## src/rtl/rtl_shift_reg_pkg.sv

```systemverilog
// ---------------------------------------------------------------------------
// rtl_shift_reg_pkg
//
// Shared definitions for the universal shift register slice.
//
// Contents:
//   DEFAULT_WIDTH  - register width used when the top is not overridden
//   MIN_WIDTH      - smallest supported register width
//   MAX_WIDTH      - largest supported register width
//   mode_e         - single operating mode chosen for a clock cycle
//   decode_mode()  - priority decode of the ld/sr/sl controls into mode_e
// ---------------------------------------------------------------------------
package rtl_shift_reg_pkg;

    localparam int DEFAULT_WIDTH = 4;
    localparam int MIN_WIDTH     = 2;
    localparam int MAX_WIDTH     = 32;

    // One mode per cycle. Every cell in the register sees the same value,
    // so the whole word always moves in lockstep.
    typedef enum logic [1:0] {
        MODE_HOLD = 2'b00,
        MODE_SL   = 2'b01,
        MODE_SR   = 2'b10,
        MODE_LD   = 2'b11
    } mode_e;

    // Priority is ld > sr > sl > hold. Each test is a plain if-condition,
    // so an unknown control evaluates as false in simulation and falls
    // through to the next, lower-priority choice. Only a control that is
    // genuinely 1 can start an action.
    function automatic mode_e decode_mode(
        input logic ld,
        input logic sr,
        input logic sl
    );
        mode_e mode;
        mode = MODE_HOLD;
        if (ld) begin
            mode = MODE_LD;
        end else if (sr) begin
            mode = MODE_SR;
        end else if (sl) begin
            mode = MODE_SL;
        end
        return mode;
    endfunction

endpackage : rtl_shift_reg_pkg

```

## src/rtl/rtl_shift_cell.sv

```systemverilog
// ---------------------------------------------------------------------------
// rtl_shift_cell
//
// One bit of the universal shift register. A 4:1 mux picks the next value
// of the bit, and one asynchronously reset flop stores it.
//
// Ports:
//   clk    in   clock, rising edge active
//   rst_n  in   asynchronous active-low reset, clears the bit to 0
//   mode   in   operating mode shared by all cells
//   sl_in  in   bit that moves into this cell on a left shift
//               (lower neighbour's q, or D_sl at the LSB)
//   sr_in  in   bit that moves into this cell on a right shift
//               (upper neighbour's q, or D_sr at the MSB)
//   d_in   in   this cell's bit of the parallel load word
//   q      out  stored bit, taken straight from the flop
// ---------------------------------------------------------------------------
module rtl_shift_cell
    import rtl_shift_reg_pkg::*;
(
    input  logic  clk,
    input  logic  rst_n,
    input  mode_e mode,
    input  logic  sl_in,
    input  logic  sr_in,
    input  logic  d_in,
    output logic  q
);

    logic q_next;

    // Next-value mux. Hold recirculates the flop output, so the flop is
    // written on every edge and needs no separate enable.
    always_comb begin
        q_next = q;
        unique case (mode)
            MODE_HOLD: q_next = q;
            MODE_SL:   q_next = sl_in;
            MODE_SR:   q_next = sr_in;
            MODE_LD:   q_next = d_in;
            default:   q_next = q;
        endcase
    end

    // Storage flop. Reset clears it at once, independent of clk, and
    // wins over anything the mux is presenting.
    always_ff @(posedge clk or negedge rst_n) begin
        if (!rst_n) begin
            q <= 1'b0;
        end else begin
            q <= q_next;
        end
    end

endmodule : rtl_shift_cell

```

## src/rtl/rtl_shift_reg.sv

```systemverilog
// ---------------------------------------------------------------------------
// rtl_shift_reg
//
// WIDTH-bit universal shift register: parallel load, shift right, shift
// left and hold, with priority ld > sr > sl > hold. All updates happen on
// the rising edge of clk; Q comes straight from flops.
//
// Parameters:
//   WIDTH  register width in bits, supported range 2..32
//
// Ports:
//   clk    in   clock, rising edge active
//   rst_n  in   asynchronous active-low reset, clears Q to 0
//   ld     in   parallel load enable (highest priority)
//   sr     in   shift right enable
//   sl     in   shift left enable (lowest priority)
//   D_sr   in   serial bit entering the MSB on a right shift
//   D_sl   in   serial bit entering the LSB on a left shift
//   D      in   parallel load data, WIDTH bits
//   Q      out  register contents, WIDTH bits
// ---------------------------------------------------------------------------
module rtl_shift_reg
    import rtl_shift_reg_pkg::*;
#(
    parameter int WIDTH = DEFAULT_WIDTH
) (
    input  logic             clk,
    input  logic             rst_n,
    input  logic             ld,
    input  logic             sr,
    input  logic             sl,
    input  logic             D_sr,
    input  logic             D_sl,
    input  logic [WIDTH-1:0] D,
    output logic [WIDTH-1:0] Q
);

    mode_e mode;

    // One decoder for the whole register, so every cell agrees on the
    // operation for this cycle.
    always_comb begin
        mode = decode_mode(ld, sr, sl);
    end

    // One cell per bit. Each cell gets its two shift neighbours: on a left
    // shift bit i takes bit i-1, on a right shift it takes bit i+1. At the
    // ends of the word the missing neighbour is replaced by the matching
    // serial input. The bit pushed out the far end is not fed back, so
    // shifting never wraps.
    for (genvar i = 0; i < WIDTH; i++) begin : g_cell
        logic sl_src;
        logic sr_src;

        if (i == 0) begin : g_lsb
            assign sl_src = D_sl;
        end else begin : g_sl_mid
            assign sl_src = Q[i-1];
        end

        if (i == WIDTH - 1) begin : g_msb
            assign sr_src = D_sr;
        end else begin : g_sr_mid
            assign sr_src = Q[i+1];
        end

        rtl_shift_cell u_cell (
            .clk   (clk),
            .rst_n (rst_n),
            .mode  (mode),
            .sl_in (sl_src),
            .sr_in (sr_src),
            .d_in  (D[i]),
            .q     (Q[i])
        );
    end

endmodule : rtl_shift_reg

```

## config.mk

```make
export PLATFORM = sky130hd
export DESIGN_NAME = rtl_shift_reg
export DESIGN_NICKNAME = d
export VERILOG_FILES = /design/src/rtl/rtl_shift_reg_pkg.sv /design/src/rtl/rtl_shift_cell.sv /design/src/rtl/rtl_shift_reg.sv
export SDC_FILE = /design/constraint.sdc
export NUM_CORES = 1
export LEC_CHECK = 0
export ABC_CLOCK_PERIOD_IN_PS = 3000
export CAP_MARGIN = 20
export CORE_AREA = 2 2 39 41
export CTS_CLUSTER_DIAMETER = 200
export DETAILED_ROUTE_END_ITERATION = 10
export DIE_AREA = 0 0 41 43
export PLACE_DENSITY = 0.54
export SETUP_SLACK_MARGIN = 0.3
export SYNTH_ARGS = -nofsm -noshare
export SYNTH_HDL_FRONTEND = slang
export SYNTH_HIERARCHICAL = 1
export SYNTH_SLANG_ARGS = --single-unit
export TNS_END_PERCENT = 5
```

## constraint.sdc

```tcl
create_clock -name clk -period 3 [get_ports clk]
set_input_delay 0.3 -clock clk [delete_from_list [all_inputs] [get_ports clk]]
set_output_delay 0.3 -clock clk [all_outputs]
set_load 0.02 [all_outputs]
```

==> results of run 1 <==
## cells in the mapped netlist, drive strengths merged
cell type,number,area share [%]
buf,4,13
dfrtp,4,42
mux4,4,38
a21o,1,3.2
inv,1,1.6
or2,1,2.6
## worst max-delay path by stage
stage,startpoint,end,slack [ps]
after global placement,sr,g_cell[3].u_cell/q,1340
after CTS,g_cell[1].u_cell/q,Q[1],1460
final,g_cell[1].u_cell/q,Q[1],1460
after global routing,g_cell[1].u_cell/q,Q[1],1410
after floorplan,sr,g_cell[0].u_cell/q,1800
after detailed placement,sr,g_cell[0].u_cell/q,1310
## where the power goes
group / switching (mW) / leakage [nW] / total [mW] / internal [mW]
clock network: 0.0229 / 0.0138 / 0.0677 / 0.0448
registers: 0.00729 / 0.0467 / 0.0697 / 0.0624
logic: 0.0209 / 0.0954 / 0.0601 / 0.0392
total: 0.0511 / 0.156 / 0.198 / 0.146
## per-stage QoR
step | hold WS [ps] | cells | setup slack [ps] | cell area, sq um
5_1_grt | 264 | 44 | 1410 | 390
6_report | 260 | 44 | 1460 | 390
3_5_place_dp | 509 | 41 | 1310 | 368
4_1_cts | 259 | 44 | 1460 | 390
3_3_place_gp | 509 | 41 | 1340 | 368
2_1_floorplan | 4.41 | 15 | 1800 | 238
## layout make-up
class / count / share of cell area (%)
Tap cell: 16 / 5.13
Clock buffer: 3 / 5.77
Sequential cell: 4 / 25.6
Timing Repair Buffer: 14 / 35.9
Multi-Input combinational cell: 6 / 26.6
Inverter: 1 / 0.962
## routing by layer
metal	share of wire, %	wire (um)	up-vias
met5	0	0	-
met3	18	84	2
met4	4.3	20	0
li1	-	-	81
met2	34	159	17
met1	43	199	77
## logic make-up (layout without fill, tap and decap cells)
logic type / count (synthesis) / count (layout) / synth area share, %
compound gates: 1 / 1 / 3.16
buf+inv: 5 / 18 / 14.2
simple gates: 1 / 1 / 2.63
flops: 4 / 4 / 42.1
mux: 4 / 4 / 37.9
==> summary by stage, run 1 <==
Global route
The remaining global-route overflow is 0. Entering global routing, the biggest net connects 5 pins. The global routing stage identified its most utilized layer as met4.

In the global route stage, met3 resource usage came out at 4.71%. The total global-route track usage is under 10%. The via count of the first global-routing pass is 179. The first global-routing pass estimated 745 um of wire. The number of antenna violations at the first check in global routing is 0.

The met2 track utilization from global routing is 7.50%. In the global route stage, met1 resource usage came out at about a tenth.

Detailed routing
After detailed routing, the average wire length per cell comes to 10.5 um. The first-pass iteration count of the detailed router is 4. The mean number of vias per cell is 4.02. Across all layers, the routed design uses around 180 vias. The starting DRC count in detailed routing is 5. The number of nets with antenna violations after detailed routing is 0. In the routed design, unresolved DRC markers number 0. The routed design has 463 um of wire.

Run
Across the run, the number of max-cap violations was 0.

Floorplan
In this run the standard cell core region covers 1380 sq um. In this run the vertical extent of the chip is 43 um. Measured along the x axis, the die boundary spans 41 um.

The effective utilization at floorplan is 17.2%. The floorplan step defined a die boundary enclosing 1760 sq um. Pin placement for this block handled 15 I/O pins.

The number of rows in the core area is 14.

Layout
The leading cell type in the layout, fill and taps excluded is clkdlybuf4s50_1. The fraction of final layout cells with drive strength greater than 1 is 25.0%. Once layout is complete, the utilization of the core stands at 28.2%. The final-stage net count is 41. The number of antenna diodes in the final layout is 0. The flip-flop count of the largest register after layout is 4. The top cell types in the final layout, fill and taps aside, are 14 x clkdlybuf4s50_1, 4 x mux4_2, 4 x dfrtp_1. Fill cells in the final layout number 140. The largest registers in the layout are g_cell.u_cell/q x4. The multi-input logic area is 104 sq um. The register ranked first by flip-flop count is g_cell.u_cell/q. The register cell area after layout is 100 sq um. The area overhead of the layout relative to synthesis is 64.2%.

STA
The remaining max-slew budget at the tightest pin is between 80% and 90%. For the pin with the worst max-slew slack, the measured transition is about 220 ps. The setup clock skew after layout is 1.19 ps. The final number of hold-violating endpoints is 0. The final critical path takes up 51.2% of the cycle. Subtracting the final worst setup slack from the clock period gives 1540 ps. The final-report setup violation count is 0.

The sum of negative setup slack is 0 ps. Setup repair after global routing left no endpoint under its margin. Based on the critical path, the design can be clocked at up to 0.650 GHz. The count of final max-slew check failures is 0.

Place
Detailed placement finished with a half-perimeter wire length of 399 um. Routability-driven placement finished with a final weighted congestion of 0.667. The number of buffer cells added on primary ports is 14.

Setup path
The worst setup path is launched from a flop. The required arrival time at the worst endpoint is 2700 ps. The delay of the slowest cell on the worst path is a little over 600 ps. The critical-path maximum fanout is 4. The endpoint arrival time on the critical path is 1240 ps.

The launch instance of the worst register-to-register path is g_cell[1].u_cell/q. The category of the critical setup timing path is flop to output port. STA classifies the critical path endpoint as an output port. The cell count along the critical path is 1.

On the critical path the largest part of the delay comes from buffers and inverters. The critical path goes through clkdlybuf4s50_1. The master of the slowest instance on the critical path is clkdlybuf4s50_1.

The endpoint of the worst register-to-register path is g_cell[0].u_cell/q. The worst register-to-register path has a setup slack of 2000 ps. The worst path buffer plus inverter count is 1. The depth of the most critical reg-to-reg path is 1.

Power and ir drop
The analysis attributes to cell leakage a power of 0.156 nW. The power density normalized to cell area is 506 nW/um^2. The highest ir drop seen on vdd is 0.146 mV. The completed layout was analyzed and its total power is 0.198 mW.

Logic synthesis
The post-synth net total is 26. For this run, the number of Yosys warnings is 6. The synthesized area divided by synthesized cell count is 15.8 sq um. The synthesized netlist contains 6 unique library cells.

In the synthesized netlist, the number of instances is 15. The post-synthesis instance area is about 240 sq um. Of the synthesized area, sequential elements account for 42.1%. In this run, synthesis produced a sequential element count of 4.

CTS
After clock tree synthesis, the repair step resized 0 gates. The number of setup buffers added after CTS is 0. After clock tree synthesis, the clock-pin slew on the worst setup and hold paths is 40 ps.

CTS built an H-tree with a depth of 1. The number of buffers inserted by hold repair at cts is 0. TritonCTS built the clock tree. The cell chosen for the clock root is clkbuf_4. The longest clock path from root to sink contains 2 buffers. The clock drives 4 sinks. TritonCTS created 3 clock buffers.

The clock latency reported for the late side of the worst-skew pair is 240 ps.

Worst hold path
In this run the worst hold path is classified as input port to async pin.

Outcome
The run finished with clean final reports.
No activity file was read; power rests on OpenSTA's default activity.
==> inputs of run 2 (changes only) <==
- ABC_CLOCK_PERIOD_IN_PS: 3000 -> 1300
- PLACE_DENSITY: 0.54 -> 0.56
- clock period: 3 -> 1.3 ns (I/O delays scaled with it)
==> run 2 against run 1 <==
Compared with the run above:
- cell count unchanged
- register-to-register slack got worse by 1700 ps
- setup slack worse by 1200 ps
- sequential share of layout area grew 0.25 points
- clock-buffer cell count is the same
- die area unchanged
- largest power group unchanged
- highest routed layer is now met3
==> summary by stage, run 2 (same netlist as run 1, synthesis figures left out) <==
STA
The final number of hold-violating endpoints is 0. The count of final max-slew check failures is 0. The final-report setup violation count is 0.

The highest clock frequency the design can meet is 0.993 GHz. Headroom to the max-slew limit came out at 88.3%. The tightest hold path in the finished design has a slack of 99.3 ps. The clock arrives with 0.429 ps of skew. Setup repair after global routing could not meet its margin everywhere. Of the available clock period, the critical path in the final layout requires 77.4%. Subtracting the final worst setup slack from the clock period gives 1010 ps. The worst-margin pin slew is 176 ps.

CTS
The number of buffers inserted by hold repair at cts is 0. The clock transition at the registers of the reported paths is 30 ps. The CTS tree is built. The clock net in this run drives a total of 4 sinks. The clock passes through at most 2 buffers. The number of setup buffers added after CTS is 0.

The clock latency reported for the late side of the worst-skew pair is 230 ps. TritonCTS created 3 clock buffers. The depth of the CTS H-tree is 1. The cell chosen for the clock root is clkbuf_4.

Setup path
Traced cell by cell, the critical path runs through clkdlybuf4s15_2. The master of the slowest instance on the critical path is dfrtp_1. The startpoint type of the worst setup path is a flop. At the worst endpoint, the arrival time is around 900 ps.

The nature of the critical path endpoint is an output port. Broken down by cell family, the worst path's largest delay share belongs to flip-flops. The largest single stage delay on the critical path is ~390 ps. The critical-path maximum fanout is 3. For the worst setup path, the data required time is approximately 1200 ps. The setup check on the worst reg-to-reg path leaves a slack of 300 ps. Together, buffers and inverters on the worst path number 1. The category of the critical setup timing path is flop to output port.

Detailed routing
After detailed routing, the number of remaining DRC violations is 0. The number of nets with antenna violations after detailed routing is 0. The first routing iteration left 3 violations. After detailed routing, the number of vias per cell comes to about 4.0. Wires add up to 461 um. The final route contains 176 vias.

In the final routed layout, each cell accounts on average for approximately 10 um. The pre-antenna-repair detailed-routing pass consisted of 2 iterations.

Worst hold path
The tightest min-delay check is of the input port to async pin type.

Layout
The number of antenna repair diodes is 0. At the end of the flow, the number of nets in the layout was 41. In the final layout, the share of cells above drive strength 1 is 46.4%. In the layout the commonest cells are 7 x clkdlybuf4s50_1, 4 x mux4_2, 4 x dfrtp_1. More flip-flops sit in one register than any other, and that register is g_cell.u_cell/q. The area growth from synthesis to layout is 62.6%. Leaving out filler cells and counting taps, the final layout contains 44. The largest registers in the layout are g_cell.u_cell/q x4. The flip-flop count of the largest register after layout is 4.

The library cell used most frequently in the layout, excluding fill and tap cells, is clkdlybuf4s50_1.

Power and ir drop
In this run switching power makes up between 20% and 30% of total power. Power spread over the standard cell area amounts to 1130 nW/um^2. The fraction of power consumed by combinational cells is around 29%. The switching power is between 0.1 and 0.15 mW.

The power share of the clock group is 34.0%. The sequential fraction of design power is a little under two fifths. The internal power of the cells totals 0.324 mW. The highest ir drop seen on vdd is 0.260 mV.

In this run the static leakage power is about 0.16 nW.

Outcome
The run finished with clean final reports.

Floorplan
The effective utilization at floorplan is ~17%. In this run the count of I/O pins placed on the die edge is 15. The die area is 1760 sq um.

The die boundary height is between 40 and 50 um. In this run the core area contains 14 standard-cell rows. The horizontal extent of the die is 41 um. The core area is approximately 1400 sq um.

Global route
The maximum number of pins on one net before global-route repair is 5. For this run, the total global-route usage over all layers was measured as 6.69%. The number of antenna violations at the first check in global routing is 0. The wire length of the first global-routing pass is roughly 730 um. The via count of the first global-routing pass is 195. The remaining global-route overflow is 0.

Place
Port buffering added 14 buffers. The routability congestion estimate from global placement is 0.648. The number of instances in the placed design is 41.

Run
Across the run, the number of max-cap violations was 0.
## run 2: cell count changes in the layout (fill, tap and decap cells not counted)
| cell | change |
|---|---|
| buf_2 | +2 |
| dlygate4sd2_1 | +3 |
| inv_1 | -1 |
| inv_2 | +1 |
| clkdlybuf4s50_1 | -7 |
| a21o_4 | +1 |
| a21o_1 | -1 |
| clkdlybuf4s15_2 | +2 |
## run 2: power groups by stage
stage / registers, mW / logic [mW] / clock network (mW)
after floorplan: 0.156 / 0.0970 / 0
after global placement: 0.161 / 0.141 / 0
after detailed placement: 0.164 / 0.143 / 0
after CTS: 0.162 / 0.131 / 0.159
after global routing: 0.163 / 0.135 / 0.165
final: 0.161 / 0.126 / 0.148
## run 2: layout make-up
| class | instances | area, sq um |
|---|---|---|
| clock buffers | 3 | 22.5 |
| well taps | 16 | 20.0 |
| inverters | 1 | 3.75 |
| multi-input cells | 6 | 111 |
| flip-flops and latches | 4 | 100 |
| fillers | 143 | 997 |
| repair buffers | 14 | 129 |
## run 2: final timing paths
kind / startpoint / endpoint / cells after the start
max: g_cell[3].u_cell/q / Q[3] / 1
min: rst_n / g_cell[0].u_cell/q / 1
max reg2reg: g_cell[1].u_cell/q / g_cell[0].u_cell/q / 1
min reg2reg: g_cell[0].u_cell/q / g_cell[1].u_cell/q / 1
max in group asynchronous: rst_n / g_cell[2].u_cell/q / 1
min in group clk: ld / g_cell[1].u_cell/q / 3
## run 2: what timing repair did
action,4_1_cts,5_1_grt
endpoints found under the setup margin,8,6
pin swaps,1,0
resized for setup,16,1
hold endpoints to repair,0,0
## run 2: stage by stage
step	worst slack (ps)	util (%)	total power, mW	area, sq um	TNS, ps
after global routing	261	27.9	0.463	387	0
after global placement	-120	27.1	0.302	375	-473
after floorplan	353	-	0.253	245	0
final	293	27.9	0.435	387	0
after CTS	267	28.4	0.452	393	0
after detailed placement	-154	27.1	0.307	375	-568
## run 2: metal layers
| metal | vias to the layer above | GRT usage [%] | wire (um) |
|---|---|---|---|
| met1 | 80 | 7.95 | 178 |
| met4 | 0 | 8.00 | 0 |
| li1 | 81 | - | - |
| met3 | 0 | 1.57 | 78 |
| met5 | - | 0 | 0 |
| met2 | 15 | 8.44 | 204 |
==> inputs of run 3 (changes only) <==
- ABC_CLOCK_PERIOD_IN_PS: 1300 -> 900
- clock period: 1.3 -> 0.9 ns (I/O delays scaled with it)
==> run 3 against run 2 <==
Compared with the run above:
- the run now ends with setup timing left
- via count is 2.3% higher
- sequential cell count unchanged
- setup slack worse by 410 ps
- critical path depth unchanged
- sequential power grew 46%
- register-to-register slack worse by 410 ps
- clock power increased by 43%
- worst hold slack lost 38 ps
- die area did not move
- largest power group unchanged
- highest routed layer unchanged
==> summary by stage, run 3 (same netlist as run 1, synthesis figures left out) <==
Power and ir drop
In this run the power density over the cells is 1650 nW/um^2. The power share of the clock group is around 34%. The internal power of the cells totals between 0.4 and 0.5 mW. The share of total power dissipated in sequential elements is 37.1%. In this run the static leakage power is 0.162 nW. The switching power is roughly 0.16 mW. Of the total power, the share spent switching nets is 25.7%. The total design power is 0.633 mW. The fraction of power consumed by combinational cells is between 20% and 30%. The worst-case IR drop observed on VDD is roughly 0.36 mV.

Setup path
The required arrival time at the worst endpoint is 990 ps. The critical path goes through mux4_2. The worst setup path is launched from a flop. The worst register-to-register path begins at g_cell[2].u_cell/q. Following the worst setup path forward leads to its endpoint at g_cell[2].u_cell/q. The worst register-to-register path has a depth of 1.

The critical path is of the flop to flop type. The nature of the critical path endpoint is a flop. The worst path buffer plus inverter count is 0. In this design, the stage delay of the slowest critical-path cell is 470 ps.

The critical-path maximum fanout is 4. The endpoint of the worst register-to-register path is g_cell[2].u_cell/q. The master of the slowest instance on the critical path is mux4_2. Broken down by cell family, the worst path's largest delay share belongs to multiplexers. In this run the number of cells on the critical path is 1. In this run the register-to-register setup slack is -110 ps. The launching element of the worst setup path is g_cell[2].u_cell/q. STA puts the critical path data arrival time at about 1100 ps.

Detailed routing
The starting DRC count in detailed routing is 2. After detailed routing, the number of remaining DRC violations is 0. The detailed-route wire length is 502 um. The mean number of vias per cell is between 4 and 5.

The pre-antenna-repair detailed-routing pass consisted of 2 iterations. Across all layers, the routed design uses 180 vias. The detail route stage leaves a number of antenna-violating nets equal to 0. The average routed wire per standard cell is around 11 um.

Layout
The number of antenna repair diodes is 0. The library cells used most frequently in the layout, excluding fill and tap cells, are 7 x clkdlybuf4s50_1, 4 x mux4_2, 4 x dfrtp_1. Cells with a size suffix above 1 make up 46.4% of the layout. More flip-flops sit in one register than any other, and that register is g_cell.u_cell/q. The final-stage net count is a little over 40. The final core utilization is 27.7%. In the final layout, the registers with the most flip-flops are g_cell.u_cell/q x4. The area overhead of the layout relative to synthesis is 61.1%. For this run, the number of standard cells in the final layout without fillers is 44. The library cell used most frequently in the layout, excluding fill and tap cells, is clkdlybuf4s50_1. The flip-flop count of the largest register after layout is 4.

Global route
The number of antenna violations at the first check in global routing is 0. The remaining global-route overflow is 0. The maximum number of pins on one net before global-route repair is 5. The via count of the first global-routing pass is 206. For this run, the total global-route usage over all layers was measured as 7.20%.

The first global-routing pass estimated 807 um of wire.

STA
Across all setup checks in the final design, the least slack found is -113 ps. The remaining max-slew budget at the tightest pin is 88.1%. The setup clock skew after layout is 0.352 ps. Dividing the final minimum period by the clock period gives 113%.

The count of final max-slew check failures is 0. The worst-margin pin slew is 177 ps. The highest clock frequency the design can meet is just under 1 GHz. Setup repair after global routing could not meet its margin everywhere.

Summed over all failing endpoints, the final setup total negative slack is -391 ps. The final number of hold-violating endpoints is 0. The final-report setup violation count is 4. The smallest clock period supported by the final layout is computed as 1010 ps.

Floorplan
The horizontal extent of the die is 41 um. After floorplanning, the core was sized to cover 1380 sq um. The die boundary height is roughly 43 um. The die area is 1760 sq um. The I/O pin count is 15. The floorplan has 14 rows. For this configuration, the core starts out at a cell density of 17.2%.

Place
At the end of routability-driven placement, the weighted congestion stood at 0.649. The worst slack after detailed placement is -509 ps. During placement, the flow inserted port buffers numbering 14.

The number of instances in the placed design is 41.

Run
The tool flagged a number of max-cap violations equal to 0.

CTS
The maximum root-to-sink buffer count is 2. The number of clock buffers added by TritonCTS is 3. The depth of the CTS H-tree is 1. TritonCTS built the clock tree. The clock transition at the registers of the reported paths is approximately 30 ps. The tree is rooted in a clkbuf_4. The number of buffers inserted by hold repair at cts is 0.

The clock latency reported for the late side of the worst-skew pair is 230 ps. CTS saw 4 sinks.

Outcome
The flow ran to the end, but the final reports show violations. The checks that failed: setup timing.

Worst hold path
In this run the worst hold path is classified as input port to async pin.
==> run 3: cell types whose count changed in the layout (fill, tap and decap cells not counted) <==
cell,change
buf_4,+1
clkdlybuf4s15_2,-2
buf_6,+1
==> run 3: final cells by class <==
type | count | area, sq um
Timing Repair Buffer | 14 | 125
Inverter | 1 | 3.75
Sequential cell | 4 | 100
Fill cell | 152 | 1000
Clock buffer | 3 | 22.5
Tap cell | 16 | 20.0
Multi-Input combinational cell | 6 | 111
==> run 3: how the worst min path moves through the flow <==
stage | slack, ps | startpoint | endpoint
floorplan | -210 | rst_n | g_cell[0].u_cell/q
global placement | 290 | rst_n | g_cell[3].u_cell/q
detailed placement | 300 | rst_n | g_cell[0].u_cell/q
CTS | 60 | rst_n | g_cell[3].u_cell/q
global route | 70 | rst_n | g_cell[0].u_cell/q
finish | 60 | rst_n | g_cell[3].u_cell/q
==> run 3: what timing repair did <==
action / in CTS / in global routing
pin swaps: 1 / 0
endpoints found under the setup margin: 8 / 8
setup buffers: 0 / 0
gates resized for setup: 22 / 0
cloned: 0 / 0
==> run 3: power by group through the flow <==
stage	logic, mW	clock network [mW]	registers [mW]
after floorplan	0.140	0	0.226
after global placement	0.204	0	0.233
after detailed placement	0.208	0	0.237
after CTS	0.189	0.226	0.235
after global routing	0.199	0.233	0.238
final	0.186	0.212	0.235
==> run 3: routing by layer <==
layer  vias up  wire [um]  global-route usage (%)
li1         81          -                       -
met1        84        200                    9.97
met2        15        219                    8.75
met3         0         82                    2.09
met4         0          0                    6.00
met5         -          0                       0
==> run 3: through the flow <==
step	hold WS (ps)	area, sq um
floorplan	-206	245
global placement	295	375
detailed placement	305	375
CTS	58.6	383
global route	73.4	383
finish	61.1	383
